===== src/rtl/sorter_pkg.sv =====
// Shared types for the odd-even transposition sorter: FSM state encoding and
// sort direction constants.
package sorter_pkg;
  typedef enum logic [1:0] {
    LOAD  = 2'd0,
    SORT  = 2'd1,
    DRAIN = 2'd2
  } state_t;

  localparam logic DIR_ASC  = 1'b0;
  localparam logic DIR_DESC = 1'b1;
endpackage


===== src/rtl/cmp_swap.sv =====
// Combinational compare-exchange cell: orders (a,b) for the given direction,
// swapping only when strictly out of order so equal keys stay put.
module cmp_swap
  import sorter_pkg::*;
#(
  parameter int W = 16
) (
  input  logic [W-1:0] a,
  input  logic [W-1:0] b,
  input  logic         dir,
  output logic [W-1:0] lo,
  output logic [W-1:0] hi,
  output logic         swapped
);
  always_comb begin
    swapped = (dir == DIR_DESC) ? (a < b) : (a > b);
    lo      = swapped ? b : a;
    hi      = swapped ? a : b;
  end
endmodule


===== src/rtl/oddeven_sorter.sv =====
// Odd-even transposition sorter: load N words, sort one phase per cycle with
// early exit after two consecutive swap-free phases, then drain in order.
module oddeven_sorter
  import sorter_pkg::*;
#(
  parameter  int N  = 10,
  parameter  int W  = 16,
  localparam int PW = $clog2(N + 1)
) (
  input  logic          clk,
  input  logic          reset,
  input  logic          in_valid,
  output logic          in_ready,
  input  logic [W-1:0]  in_data,
  input  logic          dir,
  output logic          out_valid,
  input  logic          out_ready,
  output logic [W-1:0]  out_data,
  output logic          busy,
  output logic          done,
  output logic [PW-1:0] phases
);
  localparam int NE = N / 2;
  localparam int NO = (N - 1) / 2;
  localparam int NOW = (NO > 0) ? NO : 1;
  localparam logic [PW-1:0] LAST = PW'(N - 1);
  localparam logic [PW-1:0] NMAX = PW'(N);

  state_t r_state, w_state_nx;
  logic [PW-1:0] r_load_idx, r_drain_idx, r_phase, r_phases, w_phase_inc;
  logic r_noswap, r_dir;
  logic [N-1:0][W-1:0] r_mem, w_even, w_odd, w_net;
  logic [NE-1:0]  w_sw_even;
  logic [NOW-1:0] w_sw_odd;
  logic w_any_swap, w_in_fire, w_out_fire, w_load_last, w_drain_last, w_sort_exit;

  // Even phase: pairs (0,1),(2,3)...; a trailing odd element passes through.
  for (genvar k = 0; k < NE; k++) begin : g_even
    cmp_swap #(.W(W)) u_cs (
      .a(r_mem[2*k]), .b(r_mem[2*k+1]), .dir(r_dir),
      .lo(w_even[2*k]), .hi(w_even[2*k+1]), .swapped(w_sw_even[k])
    );
  end
  if (N % 2 == 1) begin : g_even_tail
    assign w_even[N-1] = r_mem[N-1];
  end

  // Odd phase: pairs (1,2),(3,4)...; element 0 and an unpaired last pass through.
  assign w_odd[0] = r_mem[0];
  for (genvar k = 0; k < NO; k++) begin : g_odd
    cmp_swap #(.W(W)) u_cs (
      .a(r_mem[2*k+1]), .b(r_mem[2*k+2]), .dir(r_dir),
      .lo(w_odd[2*k+1]), .hi(w_odd[2*k+2]), .swapped(w_sw_odd[k])
    );
  end
  if (N % 2 == 0) begin : g_odd_tail
    assign w_odd[N-1] = r_mem[N-1];
  end
  if (NO == 0) begin : g_odd_none
    assign w_sw_odd = '0;
  end

  assign w_net        = r_phase[0] ? w_odd : w_even;
  assign w_any_swap   = r_phase[0] ? (|w_sw_odd) : (|w_sw_even);
  assign w_phase_inc  = r_phase + 1'b1;
  assign w_in_fire    = in_valid && in_ready;
  assign w_out_fire   = out_valid && out_ready;
  assign w_load_last  = w_in_fire && (r_load_idx == LAST);
  assign w_drain_last = w_out_fire && (r_drain_idx == LAST);
  assign w_sort_exit  = (r_state == SORT) &&
                        ((w_phase_inc == NMAX) || (!w_any_swap && r_noswap));

  assign in_ready  = (r_state == LOAD);
  assign out_valid = (r_state == DRAIN);
  assign busy      = (r_state == SORT) || (r_state == DRAIN);
  assign done      = w_sort_exit;
  assign phases    = r_phases;

  always_comb begin
    out_data = '0;
    if (r_state == DRAIN)
      for (int i = 0; i < N; i++)
        if (r_drain_idx == PW'(i)) out_data = r_mem[i];
  end

  always_comb begin
    w_state_nx = r_state;
    case (r_state)
      LOAD:    if (w_load_last)  w_state_nx = SORT;
      SORT:    if (w_sort_exit)  w_state_nx = DRAIN;
      DRAIN:   if (w_drain_last) w_state_nx = LOAD;
      default: w_state_nx = LOAD;
    endcase
  end

  always_ff @(posedge clk or posedge reset) begin
    if (reset) r_state <= LOAD;
    else       r_state <= w_state_nx;
  end

  always_ff @(posedge clk or posedge reset) begin
    if (reset) begin
      r_load_idx  <= '0;
      r_drain_idx <= '0;
      r_phase     <= '0;
      r_phases    <= '0;
      r_noswap    <= 1'b0;
      r_dir       <= DIR_ASC;
    end else begin
      if (w_in_fire) r_load_idx <= r_load_idx + 1'b1;
      if (w_load_last) begin
        r_dir    <= dir;
        r_phase  <= '0;
        r_noswap <= 1'b0;
      end
      if (r_state == SORT) begin
        r_phase  <= w_phase_inc;
        r_noswap <= !w_any_swap;
      end
      if (w_sort_exit) begin
        r_phases    <= w_phase_inc;
        r_drain_idx <= '0;
      end
      if (w_out_fire)   r_drain_idx <= r_drain_idx + 1'b1;
      if (w_drain_last) r_load_idx  <= '0;
    end
  end

  // Storage is deliberately unreset; a fresh load overwrites every entry.
  always_ff @(posedge clk) begin
    if (r_state == SORT) r_mem <= w_net;
    else if (w_in_fire)
      for (int i = 0; i < N; i++)
        if (r_load_idx == PW'(i)) r_mem[i] <= in_data;
  end
endmodule


===== config.mk =====
export PLATFORM = sky130hd
export DESIGN_NAME = oddeven_sorter
export DESIGN_NICKNAME = d
export VERILOG_FILES = /design/src/rtl/sorter_pkg.sv /design/src/rtl/cmp_swap.sv /design/src/rtl/oddeven_sorter.sv
export SDC_FILE = /design/constraint.sdc
export NUM_CORES = 1
export LEC_CHECK = 0
export CAP_MARGIN = 25
export CORE_UTILIZATION = 49
export DETAILED_ROUTE_END_ITERATION = 8
export PLACE_DENSITY = 0.66
export SETUP_SLACK_MARGIN = 0.15
export SLEW_MARGIN = 10
export SYNTH_ARGS = -nofsm -noshare
export SYNTH_HDL_FRONTEND = slang
export SYNTH_SLANG_ARGS = --single-unit
export TNS_END_PERCENT = 20

===== constraint.sdc =====
create_clock -name clk -period 7.2 [get_ports clk]
set_input_delay 1.08 -clock clk [delete_from_list [all_inputs] [get_ports clk]]
set_output_delay 1.08 -clock clk [all_outputs]
set_load 0.05 [all_outputs]

* After elaboration in Yosys (flattened, before gate mapping)
Cells that the tools add are included.
Widths: inputs -> output; s select.
** Word-level totals
- Bits in registers :: 180
- Latch bits :: 0
- RAM bits :: 0
- Memory bits (read-only) :: 0
- Input bits :: 21
- Output and inout port bits :: 24
- Word-level logic and storage cells :: 177
- Memories :: 0
** Cells by class
- Add/sub/neg operators :: 3
- Multiply operators :: 0
- Div/mod/pow operators :: 0
- Order comparisons :: 18
- Equal/unequal tests :: 36
- Shift-type cells :: 0
- Multiplexer cells :: 64
- Bitwise logic cells :: 0
- Reductions and logical operators :: 39
** Operator list (count)
- $mux 16 :: 39
- $mux 160 :: 3
- $gt 16x16->1 :: 9
- $lt 16x16->1 :: 9
- $reduce_and 4->1 :: 10
- $eq 4x3->1 const B :: 8
- $reduce_bool 2->1 :: 14
- $ne 3x2->1 const B :: 9
- $mux 4 :: 6
- $eq 4x4->1 const B :: 5
- $eq 4x2->1 const B :: 4
- $add 4x1->4 const B :: 3
- $mux 1 :: 12
- $eq 4x1->1 const B :: 2
- $logic_not 4->1 :: 2
- $ne 2x1->1 const B :: 4
- $logic_and 1x1->1 :: 6
- $mux 2 :: 3
- $pmux 2 s3 :: 1
- $reduce_or 5->1 :: 1
- $ne 2x2->1 const B :: 2
- $reduce_or 4->1 :: 1
- $reduce_and 3->1 :: 1
- $eq 2x1->1 const B :: 1
- other kinds (4) :: 5

* Longest topological paths before layout
Gate-level depths: netlist of run 1.
- Depth after elaboration :: 12
- Depth in mapped cells :: 12
- Gate-level depth less buffers :: 11

* Modules after synthesis
From an unflattened synthesis of run 1, not the netlist that was laid out.
** Second synthesis, totals
- Cell total of the unflattened synthesis :: 3596
- Area total of the unflattened synthesis :: 29887.4 µm²
** Modules (own cells, without submodules)
- cmp_swap :: times used 9, cells each 301, area an instance 2209.6 µm², seq. area each 0.0 µm²
- oddeven_sorter :: times used 1, cells each 887, area an instance 10000.8 µm², seq. area each 5305.1 µm²

* Worst setup path after synthesis of run 1
Ideal clock, no wire load.
- Kind :: reg2out
- Start :: register r_drain_idx[1]
- End :: output out_data[10]
- Data arrival time :: 3.034 ns
- Required time :: 6.120 ns
- Setup slack :: 3.086 ns
- Cell stages (with the launch flop) :: 13
- Buffers on the path :: 1
- Cell sequence :: dfrtp_1 inv_1 ha_1 nor3b_1 clkbuf_1 a22oi_1 nand2_1 o21ai_0 o211ai_1 o21ai_0 o211ai_1 o21ai_0 a21oi_1
** Between the ends
- Word-level cells in the longest chain between the ends :: 12
- Elaborated cells between the ends (all ways) :: 21
- Those cells by class :: 9 x eq/ne; 11 x mux; 1 x reduce/logical
** RTL lines
- start: declaration :: line oddeven_sorter.sv:30 : logic [PW-1:0] r_load_idx, r_drain_idx, r_phase, r_phases, w_phase_inc;
- start signal: assignment :: line oddeven_sorter.sv:124 : if (w_out_fire) r_drain_idx <= r_drain_idx + 1'b1;
- $logic_not 4->1 :: line oddeven_sorter.sv:83 : if (r_drain_idx == PW'(i)) out_data = r_mem[i];
- $mux 16 (9 in series) :: line oddeven_sorter.sv:83
- $mux 16 (*) :: line oddeven_sorter.sv:83
- $mux 16 (*) :: line oddeven_sorter.sv:81 : if (r_state == DRAIN)
- end: declaration :: line oddeven_sorter.sv:18 : output logic [W-1:0] out_data,
Every way passes the cells marked *; elsewhere a longest branch is shown, timed or not.

* Final worst setup path of run 1
- Start :: register r_mem[137] (netlist bit)
- End :: output done
** Between the ends
- Word-level cells in the longest chain between the ends :: 8
- Elaborated cells between the ends (all ways) :: 13
- Those cells by class :: 4 x order compare; 3 x mux; 6 x reduce/logical
** RTL lines
- start: declaration :: line oddeven_sorter.sv:32 : logic [N-1:0][W-1:0] r_mem, w_even, w_odd, w_net;
- start signal: assignment :: line oddeven_sorter.sv:131 : if (r_state == SORT) r_mem <= w_net;
- start signal: indexed assignment :: line oddeven_sorter.sv:134 : if (r_load_idx == PW'(i)) r_mem[i] <= in_data;
- $gt 16x16->1 or $lt 16x16->1 (tied branches) :: line cmp_swap.sv:16 : swapped = (dir == DIR_DESC) ? (a < b) : (a > b);
- $mux 1 :: line cmp_swap.sv:16
- $reduce_or 5->1 or $reduce_or 4->1 (tied branches) :: line oddeven_sorter.sv:64 : assign w_any_swap = r_phase[0] ? (|w_sw_odd) : (|w_sw_even);
- $mux 1 (*) :: line oddeven_sorter.sv:64
- $logic_not 1->1 (*) :: line oddeven_sorter.sv:71 : ((w_phase_inc == NMAX) || (!w_any_swap && r_noswap));
- $logic_and 1x1->1 (*) :: line oddeven_sorter.sv:71
- $logic_or 1x1->1 (*) :: line oddeven_sorter.sv:71
- $logic_and 1x1->1 (*) :: line oddeven_sorter.sv:70 : assign w_sort_exit = (r_state == SORT) &&
- end: declaration :: line oddeven_sorter.sv:20 : output logic done,
Marks and branches as above.

==> results of run 1 <==
==> cells in the mapped netlist (all sizes together), types with 3 or more instances <==
cell type	number	area (µm²)
nor3	6	30.0
clkbuf	45	179
nor4	6	37.5
a22oi	33	248
a21o	47	353
buf	22	82.6
inv	164	616
nand3	20	100
nor2b	27	169
o211ai	43	323
nand4	35	219
nor4b	4	47.6
o21a	4	31.3
and2	5	32.5
a31o	3	26.3
xor2	3	26.3
mux2	6	71.3
o22ai	5	31.3
o221ai	17	149
a2bb2oi	3	26.3
ha	157	1960
a21oi	215	1080
dfrtp	20	500
nand2	68	255
nor2	39	146
o21ai	73	377
mux2i	135	1350
edfxtp	160	4800
and3	5	31.3
a211oi	5	37.5
==> through the flow <==
step	cell area [µm²]	setup WS, ns
final	15100	1.76
after global routing	15100	1.55
after CTS	15100	1.80
after detailed placement	14500	2.28
after global placement	14500	2.02
after floorplan	13600	3.09
==> power by group through the flow <==
stage	combinational [mW]	sequential, mW	clock (mW)
6_report	4.35	2.74	0.925
3_5_place_dp	4.28	2.76	0
4_1_cts	4.31	2.74	0.929
3_3_place_gp	4.19	2.74	0
2_1_floorplan	3.10	2.49	0
5_1_grt	4.85	2.82	0.967
==> cell type report <==
| type | count | area [µm²] |
|---|---|---|
| Timing Repair Buffer | 68 | 662 |
| Clock buffer | 19 | 433 |
| Sequential cell | 180 | 5310 |
| Fill cell | 2422 | 12000 |
| Multi-Input combinational cell | 996 | 7510 |
| Tap cell | 372 | 465 |
| Clock inverter | 13 | 124 |
| Inverter | 164 | 616 |
==> how the worst max path moves through the flow <==
| stage | from | to | slack (ns) | depth (start not counted) |
|---|---|---|---|---|
| detailed placement | r_mem[123]$_DFFE_PP_ | done | 2.28 | 11 |
| global placement | r_drain_idx[1]$_DFFE_PP0P_ | out_data[14] | 2.02 | 12 |
| finish | r_mem[137]$_DFFE_PP_ | done | 1.76 | 12 |
| floorplan | r_drain_idx[1]$_DFFE_PP0P_ | out_data[10] | 3.09 | 12 |
| CTS | r_mem[139]$_DFFE_PP_ | done | 1.80 | 12 |
| global route | r_mem[137]$_DFFE_PP_ | done | 1.55 | 12 |
==> registers in the layout (all words and copies together), names as in the netlist <==
| register | count |
|---|---|
| r_load_idx | 4 |
| r_state | 2 |
| r_dir | 1 |
| r_drain_idx | 4 |
| r_phase | 4 |
| r_mem | 160 |
| phases | 4 |
| r_noswap | 1 |
==> layer usage <==
layer / part of all wire, % / GRT usage [%] / up-vias
li1: - / - / 5278
met1: 41 / 36.4 / 5423
met2: 49 / 48.8 / 403
met3: 5.5 / 3.79 / 95
met4: 4.0 / 13.0 / 0
met5: 0 / 0 / -
==> kinds of logic (layout without fill, tap and decap cells) <==
logic type	Yosys count	in the layout
xor+xnor	5	5
mux	141	141
buf+inv	231	264
simple gates	228	228
compound gates	465	465
fa+ha+maj	157	157
flops	180	180
==> results by stage, run 1 <==
Timing:
- The achievable frequency is around 180 MHz.
- The worst max-slew margin expressed relative to the limit is between 30 and 40%.
- After layout, the minimum clock period comes to about 5.4 ns.
- Setup repair after global routing left no endpoint under its margin.
- After layout, the worst path uses between 70% and 80% of the clock period.
- At the pin with the least slew margin, the transition time is just under 1 ns.
- The final-layout setup total negative slack is 0 ns.
- Setup violations remaining at the end of the flow were counted as 0.
- The worst hold slack after final layout is about 0.53 ns.
- On the final layout, the worst clock skew is 0.0151 ns.
- The hold violation count in the final report is 0.
- The max-slew violation count is 0.

Clock tree:
- The maximum level of the CTS H-tree is 4.
- The buffer cell driving the clock tree root is clkbuf_16.
- TritonCTS built the clock tree.
- Counting the buffers created by CTS gives 17.
- The number of setup buffers added after CTS is 0.
- The cts-stage hold buffer count is 0.
- The CTS sink count is between 150 and 200.
- After clock tree synthesis, the clock-pin slew on the worst setup and hold paths is around 0.080 ns.
- The clock network latency to the later pin of the worst-skew pair is 0.44 ns.
- The maximum root-to-sink buffer count is 2.
- The post-CTS resize count is 0.

Status:
- The run finished with clean final reports.

Power and ir drop:
- The relative contribution of sequential cells to total power is 34.2%.
- The post-layout total power is 8.02 mW.
- Summed over all nets, the switching power comes to approximately 3.8 mW.
- IR analysis of the VDD net gives a maximum drop of approximately 0.48 mV.
- The combinational cell fraction of total power is a little over half.
- Summed over all cells, the static leakage comes to around 6.6 nW.
- The part of the power in the clock network is about 12%.
- The internal power of the cells totals about 4.2 mW.
- Power spread over the standard cell area amounts to 530 nW/µm².
- Net switching is 47.6% of the power.

Synth:
- In this run, synthesis inferred 160 flip-flops with an integrated enable.
- Sequential elements use about two fifths of the synthesized area.
- In the synthesized netlist, mux cells make up 10.4% of the area.
- The cell count after synthesis is around 1400.
- Summing the areas of all compound-gate instances in the mapped netlist gives a little over a fifth of the synthesized area.
- The area share of and/or/nand/nor cells after synthesis is roughly 8.5%.
- In the synthesized netlist the dominant register cell turns out to be edfxtp_1.
- By area, the combinational part of the netlist is dominated by compound AO/OA/AOI/OAI gates.
- The mapped cell area is 13600 µm².
- After synthesis, the netlist uses slightly above 60 different library cells.
- The average instance area after synthesis is a little under 10 µm².
- The synthesized netlist net count is between 1500 and 2000.
- Summing the areas of all fa, ha and maj instances in the mapped netlist gives 14.4% of the synthesized area.
- The number of storage elements in the synthesis netlist is 180.
- After Yosys synthesis, XOR and XNOR cells account for less than 1% of the synthesized area.
- The fraction of synthesis flops using an asynchronous set or reset pin is 11.1%.
- The synthesis warning total is 0.

Critical path:
- The required time of the critical path is ~6.1 ns.
- The slowest stage cell on the critical path is clkdlybuf4s50_1.
- The largest fanout on the critical path is 7.
- The number of buffers and inverters on the critical path is 3.
- The type of the setup path with the least slack is flip-flop to output port.
- For the worst setup path, the data arrival time is around 4.4 ns.
- The startpoint of the worst register-to-register path is r_mem[137]$_DFFE_PP_.
- The cell family with the largest share of critical-path delay is simple AND/OR/NAND/NOR gates.
- The internal reg-to-reg setup slack is approximately 3.6 ns.
- The maximum single-stage delay on the critical path is approximately 0.8 ns.
- The worst setup path is launched from a flip-flop.
- The critical path capture point type is an output port.
- For the worst flop-to-flop path, the logic depth is 10.
- The critical path goes through inv_1 -> ha_1 -> nand4_1 -> nor4_1 -> o21ai_0 -> a41oi_1 -> o21ai_0 -> nor4_1 -> o21a_2 -> o21ai_4 -> inv_1 -> clkdlybuf4s50_1.
- The capture point of the worst reg-to-reg path is r_mem[138]$_DFFE_PP_.

Placed design:
- The number of placed instances, taps included is between 1500 and 2000.
- The number of buffers inserted by port buffering is 44.
- The last weighted congestion value of the routability-driven placer is approximately 0.9.
- The estimated wirelength of the detail-placed design is 29.5 mm.

Global route:
- The number of antenna violations at the first check in global routing is 0.
- The number of global-route vias before repair is approximately 11000.
- The maximum number of pins on one net before global-route repair is just under 80.
- Global routing used around 29% of the available tracks.
- The first-pass GRT wire length is 62.7 mm.
- The remaining global-route overflow is 0.

Drt:
- In the final routed layout, each cell accounts on average for between 20 and 25 µm.
- The wire length after detailed routing is around 40 mm.
- The via count normalized by instance count is between 6 and 7.
- Before antenna repair, the detailed router went through 5 iterations.
- The remaining design rule violation count is 0.
- Across all layers, the routed design uses approximately 11000 vias.
- The count of nets left with antenna violations after detail routing is 0.
- The initial DRC count is between 1000 and 1500.

Die:
- The area of the core is approximately 27000 µm².
- In this run the horizontal extent of the chip is approximately 170 µm.
- The number of primary I/O pins is between 40 and 50.
- The die area is between 20000 and 30000 µm².
- The die is roughly 170 µm tall.
- The initialized floorplan defines 60 standard-cell rows.
- The initial cell density of the core is between 50% and 60%.

Cells and area:
- 0 antenna diodes ended up in the layout.
- Leaving out fill and tap cells, the most frequent cell in the layout is a21oi_1.
- Once layout is complete, the utilization of the core stands at a little under three fifths.
- In the layout the commonest cells are 215 x a21oi_1, 164 x inv_1, 160 x edfxtp_1, 156 x ha_1, 135 x mux2i_1.
- The proportion of layout cells with a drive suffix above 1 is slightly below 6%.
- The net count of the finished layout is ~1600.
- The area growth from synthesis to layout is 11.0%.
- The count of placed standard cells in the final layout, fillers left out is 1812.

Worst hold path:
- The worst hold path startpoint is phases[3]$_DFFE_PP0P_.
- The tightest min-delay check is of the flip-flop to flip-flop type.
- The depth of the worst hold-timing path is 1.
- The path with the worst hold slack has its endpoint at phases[3]$_DFFE_PP0P_.

Flow run:
- Across the run, the number of max-cap violations was 0.
No activity file was read; power rests on OpenSTA's default activity.
==> inputs of run 2 (changes only) <==
--- a/config.mk
+++ b/config.mk
@@ -8,7 +8,7 @@
 export CAP_MARGIN = 25
 export CORE_UTILIZATION = 49
 export DETAILED_ROUTE_END_ITERATION = 8
-export PLACE_DENSITY = 0.66
+export PLACE_DENSITY = 0.69
 export SETUP_SLACK_MARGIN = 0.15
 export SLEW_MARGIN = 10
 export SYNTH_ARGS = -nofsm -noshare
==> constraint.sdc (replaced) <==
create_clock -name clk -period 4.5 [get_ports clk]
set_input_delay 0.675 -clock clk [delete_from_list [all_inputs] [get_ports clk]]
set_output_delay 0.675 -clock clk [all_outputs]
set_load 0.05 [all_outputs]
==> run 2 against run 1 <==
  * Clock power is 61% higher
  * Worst setup slack worse by 1.5 ns
  * Die area stayed put
  * Worst hold slack worse by 0.015 ns
  * Final area is 1.1% higher
  * Via count is 1.0% higher
  * Register-to-register slack worse by 2.3 ns
  * Power is 60% higher
  * Critical endpoint unchanged
  * Largest power group unchanged
==> results by stage, run 2 (synthesized netlist as in run 1, its figures left out) <==
Placed design:
- The number of buffers inserted by port buffering is 44 (unchanged).
- The number of placed instances, taps included is 1776 (unchanged).
- The estimated wirelength of the detail-placed design is 28.7 mm (-3.0%).
- The last weighted congestion value of the routability-driven placer was 0.897 (-0.87%).
- The pre-CTS worst setup slack came to 0.533 ns (-1.74 ns).

Power and ir drop:
- The relative contribution of sequential cells to total power is 33.9% (-0.3 points).
- The internal power of the cells is 6.75 mW (+61%).
- The power density relative to cell area is 841 nW/µm² (+58%).
- The switching share of power came to 47.5% (-0.12 points).
- The post-layout total power came to 12.9 mW (+60%).
- The reported leakage power came to 6.64 nW (+1.3%).
- The part of the power in the clock network is 11.6% (about the same).
- The net switching power figure is 6.10 mW (+60%).
- The combinational cell fraction of total power came to 54.5% (+0.2 points).
- The worst-case vdd ir drop was 0.946 mV (+98%).

Timing:
- The total setup violations reported at the end of the flow was 0 (unchanged).
- The worst max-slew margin expressed relative to the limit is 30.7% (-3.9 points).
- The slew of the pin with the lowest slew margin is 1.04 ns (+0.0617 ns).
- Setup repair after global routing left no endpoint under its margin.
- The final setup skew came to 0.0138 ns (-0.00129 ns).
- Dividing the final minimum period by the clock period gives 93.6%.
- The hold violation count in the final report is 0 (unchanged).
- The worst setup slack after layout is 0.290 ns (-1.47 ns).
- The final-layout setup total negative slack is 0 ns (unchanged).
- The achievable frequency is 238 MHz.
- The max-slew violation count is 0 (unchanged).
- The final critical-path required period is around 4.2 ns.

Cells and area:
- From synthesis to final layout, the design area changed by 12.2%.
- The proportion of layout cells with a drive suffix above 1 is 7.30% (+1.4 points).
- The library cell used most frequently in the layout, excluding fill and tap cells, is a21oi_1.
- The register with the most flip-flops is r_mem.
- The count of filler cells inserted in the layout came to 2357 (-2.7%).
- The count of placed standard cells in the final layout, fillers left out is 1810 (-0.11%).
- The sequential standard cell area is 5310 µm² (unchanged).
- The number of antenna cells inserted is 0 (unchanged).
- The number of nets in the final layout is 1603 (-0.12%).
- The multi-input logic area came to 7560 µm² (+0.57%).
- The flip-flop count of the largest register after layout was 160 (unchanged).
- The share of the core filled with cells in the final layout is 56.4% (+0.62 points).
- Leaving out fill and tap cells, the most frequent cells in the layout are 215 x a21oi_1, 164 x inv_1, 160 x edfxtp_1, 156 x ha_1, 135 x mux2i_1.

Clock tree:
- The maximum level of the CTS H-tree is 4 (unchanged).
- The clock network latency to the later pin of the worst-skew pair is 0.46 ns (+0.02 ns).
- CTS placed an instance of clkbuf_16 at the clock tree root.
- The number of buffers added by the clock tree synthesis step is 17 (unchanged).
- The number of setup buffers added after CTS is 0 (unchanged).
- The CTS sink count is 180 (unchanged).
- The maximum root-to-sink buffer count is 2 (unchanged).
- The cts-stage hold buffer count is 0 (unchanged).
- The TritonCTS clock tree is yes.
- The clock-pin slew reported for the worst setup and hold paths after clock tree synthesis is 0.07 ns (about the same).

Drt:
- The count of nets left with antenna violations after detail routing came to 0 (unchanged).
- The average detailed-routed wire length per instance is 21.9 µm (-0.41%).
- The number of detailed-route iterations in the first pass came to 5 (unchanged).
- The wire length after detailed routing is 39.6 mm (-0.52%).
- The total number of vias is 11300 (+1.0%).
- The remaining design rule violation count was 0 (unchanged).
- The initial DRC count came to 956 (-6.0%).
- The via count normalized by instance count is 6.25 (+1.1%).

Die:
- The die area is 28500 µm² (unchanged).
- The row count is 60 (unchanged).
- The number of primary I/O pins came to 45 (unchanged).
- The area of the core is 27100 µm² (unchanged).
- The chip width is 169 µm (unchanged).
- The height of the die came to 169 µm (unchanged).
- The initial cell density of the core is 50.3% (unchanged).

Critical path:
- The signal on the critical path passes through ha_1 -> a41o_1 -> a21oi_1 -> o221ai_1 -> a211oi_2 -> mux2_2 -> nor4_2 -> o21a_2 -> o21ai_4 -> inv_1 -> buf_4.
- The critical path capture point type is an output port.
- The largest fanout on the critical path is 7 (unchanged).
- The data arrival time of the critical path is 3.53 ns (-0.83 ns).
- The type of the setup path with the least slack is flip-flop to output port.
- The largest individual stage delay along the critical path comes from the cell edfxtp_1.
- The maximum single-stage delay on the critical path was 0.51 ns (-0.28 ns).
- The required time of the critical path is 3.83 ns (-2.29 ns).
- The element type at the critical path start is a flip-flop.

Worst hold path:
- In this run the worst hold path is classified as flip-flop to flip-flop.

Global route:
- The first-pass GRT wire length is 62.2 mm (-0.78%).
- The number of antenna violations at the first check in global routing is 0 (unchanged).
- The number of global-route vias before repair is 11100 (+0.0090%).
- The remaining global-route overflow was 0 (unchanged).
- The total global-route track usage is 28.6% (-0.071 points).
- The maximum number of pins on one net before global-route repair was 133 (+68%).

Flow run:
- The number of maximum-capacitance violations was 0 (unchanged).

Status:
- The run finished with clean final reports.
-- run 2: cell types whose count changed in the layout (fill, tap and decap cells not counted), sizes merged --
cell / previous run / this run
clkdlybuf4s50: 44 / 27
buf: 24 / 39
clkinv: 4 / 6
clkbuf: 19 / 18
clkinvlp: 3 / 2
-- run 2: cell type report --
cell class / instances / share of cell area, %
Clock buffer: 18 / 2.81
Clock inverter: 14 / 0.810
Inverter: 164 / 4.03
Multi-Input combinational cell: 996 / 49.4
Sequential cell: 180 / 34.7
Tap cell: 372 / 3.04
Timing Repair Buffer: 66 / 5.17
-- run 2: what timing repair did --
action,4_1_cts,5_1_grt
resized for setup,1,9
pin swaps,0,0
gates cloned,0,0
endpoints found under the setup margin,1,1
-- run 2: final timing paths --
kind	start	to	slack, ns	cells after the start
max in group asynchronous	reset	r_phase[0]$_DFFE_PP0P_	3.25	2
min	phases[0]$_DFFE_PP0P_	phases[0]$_DFFE_PP0P_	0.51	1
max	r_mem[57]$_DFFE_PP_	done	0.29	11
min reg2reg	phases[0]$_DFFE_PP0P_	phases[0]$_DFFE_PP0P_	0.51	1
min in group asynchronous	reset	r_drain_idx[1]$_DFFE_PP0P_	0.66	2
max reg2reg	r_mem[30]$_DFFE_PP_	phases[3]$_DFFE_PP0P_	1.21	11
-- run 2: power groups by stage --
stage	Clock (mW)	Sequential, mW	Combinational (mW)
after floorplan	0	3.99	4.96
after CTS	1.49	4.34	6.89
after detailed placement	0	4.37	6.85
final	1.49	4.36	7.01
after global placement	0	4.35	6.64
after global routing	1.55	4.49	7.79
-- run 2: metal layers --
metal / vias up / share of wire [%] / track usage [%]
li1: 5284 / - / -
met1: 5511 / 42 / 37.1
met2: 423 / 48 / 48.3
met3: 93 / 5.1 / 3.06
met4: 0 / 4.0 / 12.8
met5: - / 0 / 0
-- run 2: critical path: cells and delay by family (launching register included) --
family / cells / cell delay (ns)
AO/OA/AOI/OAI: 6 / 1.25
flip-flops: 1 / 0.51
multiplexers: 1 / 0.41
adder cells (fa/ha/maj): 1 / 0.37
AND/OR/NAND/NOR: 1 / 0.28
buffers and inverters: 2 / 0.28
-- run 2: metrics by stage --
step                      hold slack [ns]  cell area, µm²
after floorplan                     0.511           13600
after global placement              0.501           14700
after detailed placement            0.498           14700
after CTS                           0.515           15200
after global routing                0.537           15300
final                               0.511           15300
==> inputs of run 3 (changes only) <==
--- a/config.mk
+++ b/config.mk
@@ -6,6 +6,7 @@
 export NUM_CORES = 1
 export LEC_CHECK = 0
 export CAP_MARGIN = 25
+export CORE_ASPECT_RATIO = 0.8
 export CORE_UTILIZATION = 49
 export DETAILED_ROUTE_END_ITERATION = 8
 export PLACE_DENSITY = 0.69
==> run 3 against run 2 <==
  * Clock skew shrank 0.0048 ns
  * Critical endpoint unchanged
  * Largest power group unchanged
  * Register-to-register slack is essentially flat
  * Highest routed layer unchanged
  * Via count shrank 1.0%
==> results by stage, run 3 (synthesized netlist as in run 1, its figures left out) <==
Cells and area:
- The post-route cell area is 15100 µm² (-1.0%).
- The proportion of layout cells with a drive suffix above 1 is 8.03% (+0.73 points).
- The number of nets in the final layout came to 1609 (+0.37%).
- The area growth from synthesis to layout is 11.0%.
- r_mem holds more flip-flops than any other register.
- The number of antenna cells inserted is 0 (unchanged).
- Leaving out fill and tap cells, the most frequent cell in the layout is a21oi_1.
- The count of placed standard cells in the final layout, fillers left out is 1808 (-0.11%).
- The top cell types in the final layout, fill and taps aside, are 214 x a21oi_1, 164 x inv_1, 160 x edfxtp_1, 156 x ha_1, 135 x mux2i_1.
- The flip-flop count of the largest register after layout is 160 (unchanged).
- The share of the core filled with cells in the final layout was 55.4% (-0.99 points).

Critical path:
- The largest fanout on the critical path is 7 (unchanged).
- STA classifies the critical path startpoint as a flip-flop.
- The required time of the critical path is 3.83 ns (about the same).
- The internal reg-to-reg setup slack is 1.21 ns (about the same).
- The worst register-to-register path ends at r_state[0]$_DFFE_PP0P_.
- The startpoint of the worst register-to-register path is r_mem[63]$_DFFE_PP_.
- The data arrival time of the critical path is 3.57 ns (+0.04 ns).
- The count of cells along the worst register-to-register path came to 10 (-1).
- The type of the setup path with the least slack is flip-flop to output port.
- The worst setup path is captured at an output port.

Timing:
- The total setup violations reported at the end of the flow came to 0 (unchanged).
- The achievable frequency is 236 MHz (-0.84%).
- The final worst-path cycle share is 94.3% (+0.79 points).
- The slew of the pin with the lowest slew margin is 1.04 ns (-0.00455 ns).
- The hold violation count in the final report is 0 (unchanged).
- The worst max-slew margin expressed relative to the limit is 31.0% (+0.30 points).
- The max-slew violation count came to 0 (unchanged).
- The final-layout setup total negative slack is 0 ns (unchanged).
- The final setup skew was 0.00903 ns (-0.00476 ns).
- The worst hold slack after final layout was 0.513 ns (+0.00271 ns).
- Setup repair after global routing left no endpoint under its margin.
- The final critical-path required period was 4.25 ns (+0.0358 ns).
- The worst setup slack after layout came to 0.254 ns (-0.0358 ns).

Drt:
- The number of detailed-route iterations in the first pass is 5 (unchanged).
- The average detailed-routed wire length per instance was 22.3 µm (+1.7%).
- The remaining design rule violation count is 0 (unchanged).
- The via count normalized by instance count came to 6.19 (-0.93%).
- The count of nets left with antenna violations after detail routing is 0 (unchanged).
- The total number of vias is 11200 (-1.0%).
- The wire length after detailed routing is 40.2 mm (+1.5%).
- The initial DRC count is 1096 (+15%).

Clock tree:
- The buffer cell driving the clock tree root is clkbuf_16.
- The clock network latency to the later pin of the worst-skew pair was 0.45 ns (about the same).
- The maximum level of the CTS H-tree is 4 (unchanged).
- The clock-pin slew reported for the worst setup and hold paths after clock tree synthesis is 0.07 ns (about the same).
- The number of buffers added by the clock tree synthesis step is 17 (unchanged).
- The maximum root-to-sink buffer count is 2 (unchanged).
- The TritonCTS clock tree is yes.
- The CTS sink count came to 180 (unchanged).

Status:
- The run finished with clean final reports.

Power and ir drop:
- The power density relative to cell area came to 858 nW/µm² (+2.1%).
- The post-layout total power is 13.0 mW (+1.0%).
- The reported leakage power is 6.62 nW (-0.36%).
- The worst-case vdd ir drop was 0.796 mV (-16%).

Die:
- The height of the die is 151 µm (-10%).
- The die area came to 28500 µm² (about the same).
- The initial cell density of the core came to 49.9% (-0.36 points).
- The chip width was 188 µm (+12%).
- The area of the core is 27300 µm² (+0.72%).
- The row count is 54 (-10%).
- The number of primary I/O pins came to 45 (unchanged).

Global route:
- The maximum number of pins on one net before global-route repair is 103 (-23%).
- The number of global-route vias before repair came to 10900 (-2.6%).
- The total global-route track usage is 28.6% (-0.068 points).
- The remaining global-route overflow came to 0 (unchanged).
- The number of antenna violations at the first check in global routing is 0 (unchanged).
- The first-pass GRT wire length is 61.9 mm (-0.52%).

Placed design:
- The number of placed instances, taps included is 1769 (-0.39%).
- The last weighted congestion value of the routability-driven placer is 0.924 (+2.9%).
- The total placed instance area is 14500 µm² (-1.3%).
- The pre-CTS worst setup slack is 0.461 ns (-0.0722 ns).
- The number of buffers inserted by port buffering is 44 (unchanged).
- The estimated wirelength of the detail-placed design is 29.6 mm (+3.2%).

Flow run:
- The number of maximum-capacitance violations came to 0 (unchanged).

Worst hold path:
- The depth of the worst hold-timing path is 1 (unchanged).
- The startpoint identified for the worst hold timing path is phases[0]$_DFFE_PP0P_.
- The kind of path behind the tightest hold check is flip-flop to flip-flop.
- The path with the worst hold slack has its endpoint at phases[0]$_DFFE_PP0P_.
[run 3: changes by cell type in the layout (fill, tap and decap cells not counted), moves of 2 or more]
| cell | delta |
|---|---|
| buf_4 | +22 |
| inv_6 | -2 |
| o22ai_2 | +2 |
| clkinvlp_4 | +2 |
| clkinv_4 | +2 |
| buf_12 | -15 |
| clkinv_1 | -2 |
| o22ai_1 | -2 |
[run 3: timing repair]
action,4_1_cts,5_1_grt
hold buffers,0,0
gates resized for setup,4,8
buffers inserted,0,5
endpoints found under the setup margin,1,1
pin swaps,0,5
gates cloned,0,0
[run 3: cell type report]
type                       instances  area, µm²
sequential                       180       5310
tap                              364        455
timing repair buffer              72        641
clock inverter                    14        106
fill                            2422      12200
inverter                         164        616
clock buffer                      18        429
multi-input combinational        996       7570
[run 3: worst max-delay path by stage]
| stage | start | endpoint | slack, ns |
|---|---|---|---|
| 2_1_floorplan | r_drain_idx[1]$_DFFE_PP0P_ | out_data[10] | 0.79 |
| 3_3_place_gp | r_mem[56]$_DFFE_PP_ | done | 0.54 |
| 3_5_place_dp | r_mem[123]$_DFFE_PP_ | done | 0.46 |
| 4_1_cts | r_mem[72]$_DFFE_PP_ | done | 0.24 |
| 5_1_grt | r_mem[107]$_DFFE_PP_ | done | 0.15 |
| 6_report | r_mem[63]$_DFFE_PP_ | done | 0.25 |
[run 3: where the power goes]
part           leakage (nW)  total [mW]  switching (mW)  internal (mW)
registers              1.72        4.37            1.16           3.21
clock network         0.253        1.44           0.725          0.712
logic                  4.65        7.18            4.36           2.82
total                  6.62        13.0            6.24           6.74
[run 3: per-layer routing]
metal  vias up  share of wire, %  routed length [µm]  global-route usage (%)
met1      5404                45               18100                    38.8
met5         -                 0                   0                       0
met4         0               4.0                1600                    13.3
met3        74               6.0                2420                    4.43
li1       5293                 -                   -                       -
met2       422                45               18100                    45.0
[run 3: worst max-delay path: stages, from the launching register on]
cell and delay [ns]:
edfxtp_1 0.49, ha_1 0.37, nand4_1 0.23, nor4_4 0.42, a21boi_2 0.26, a211oi_2 0.06, mux2_2 0.33, nor4_4 0.33
o21a_2 0.23, o21ai_4 0.10, inv_1 0.11, buf_4 0.20
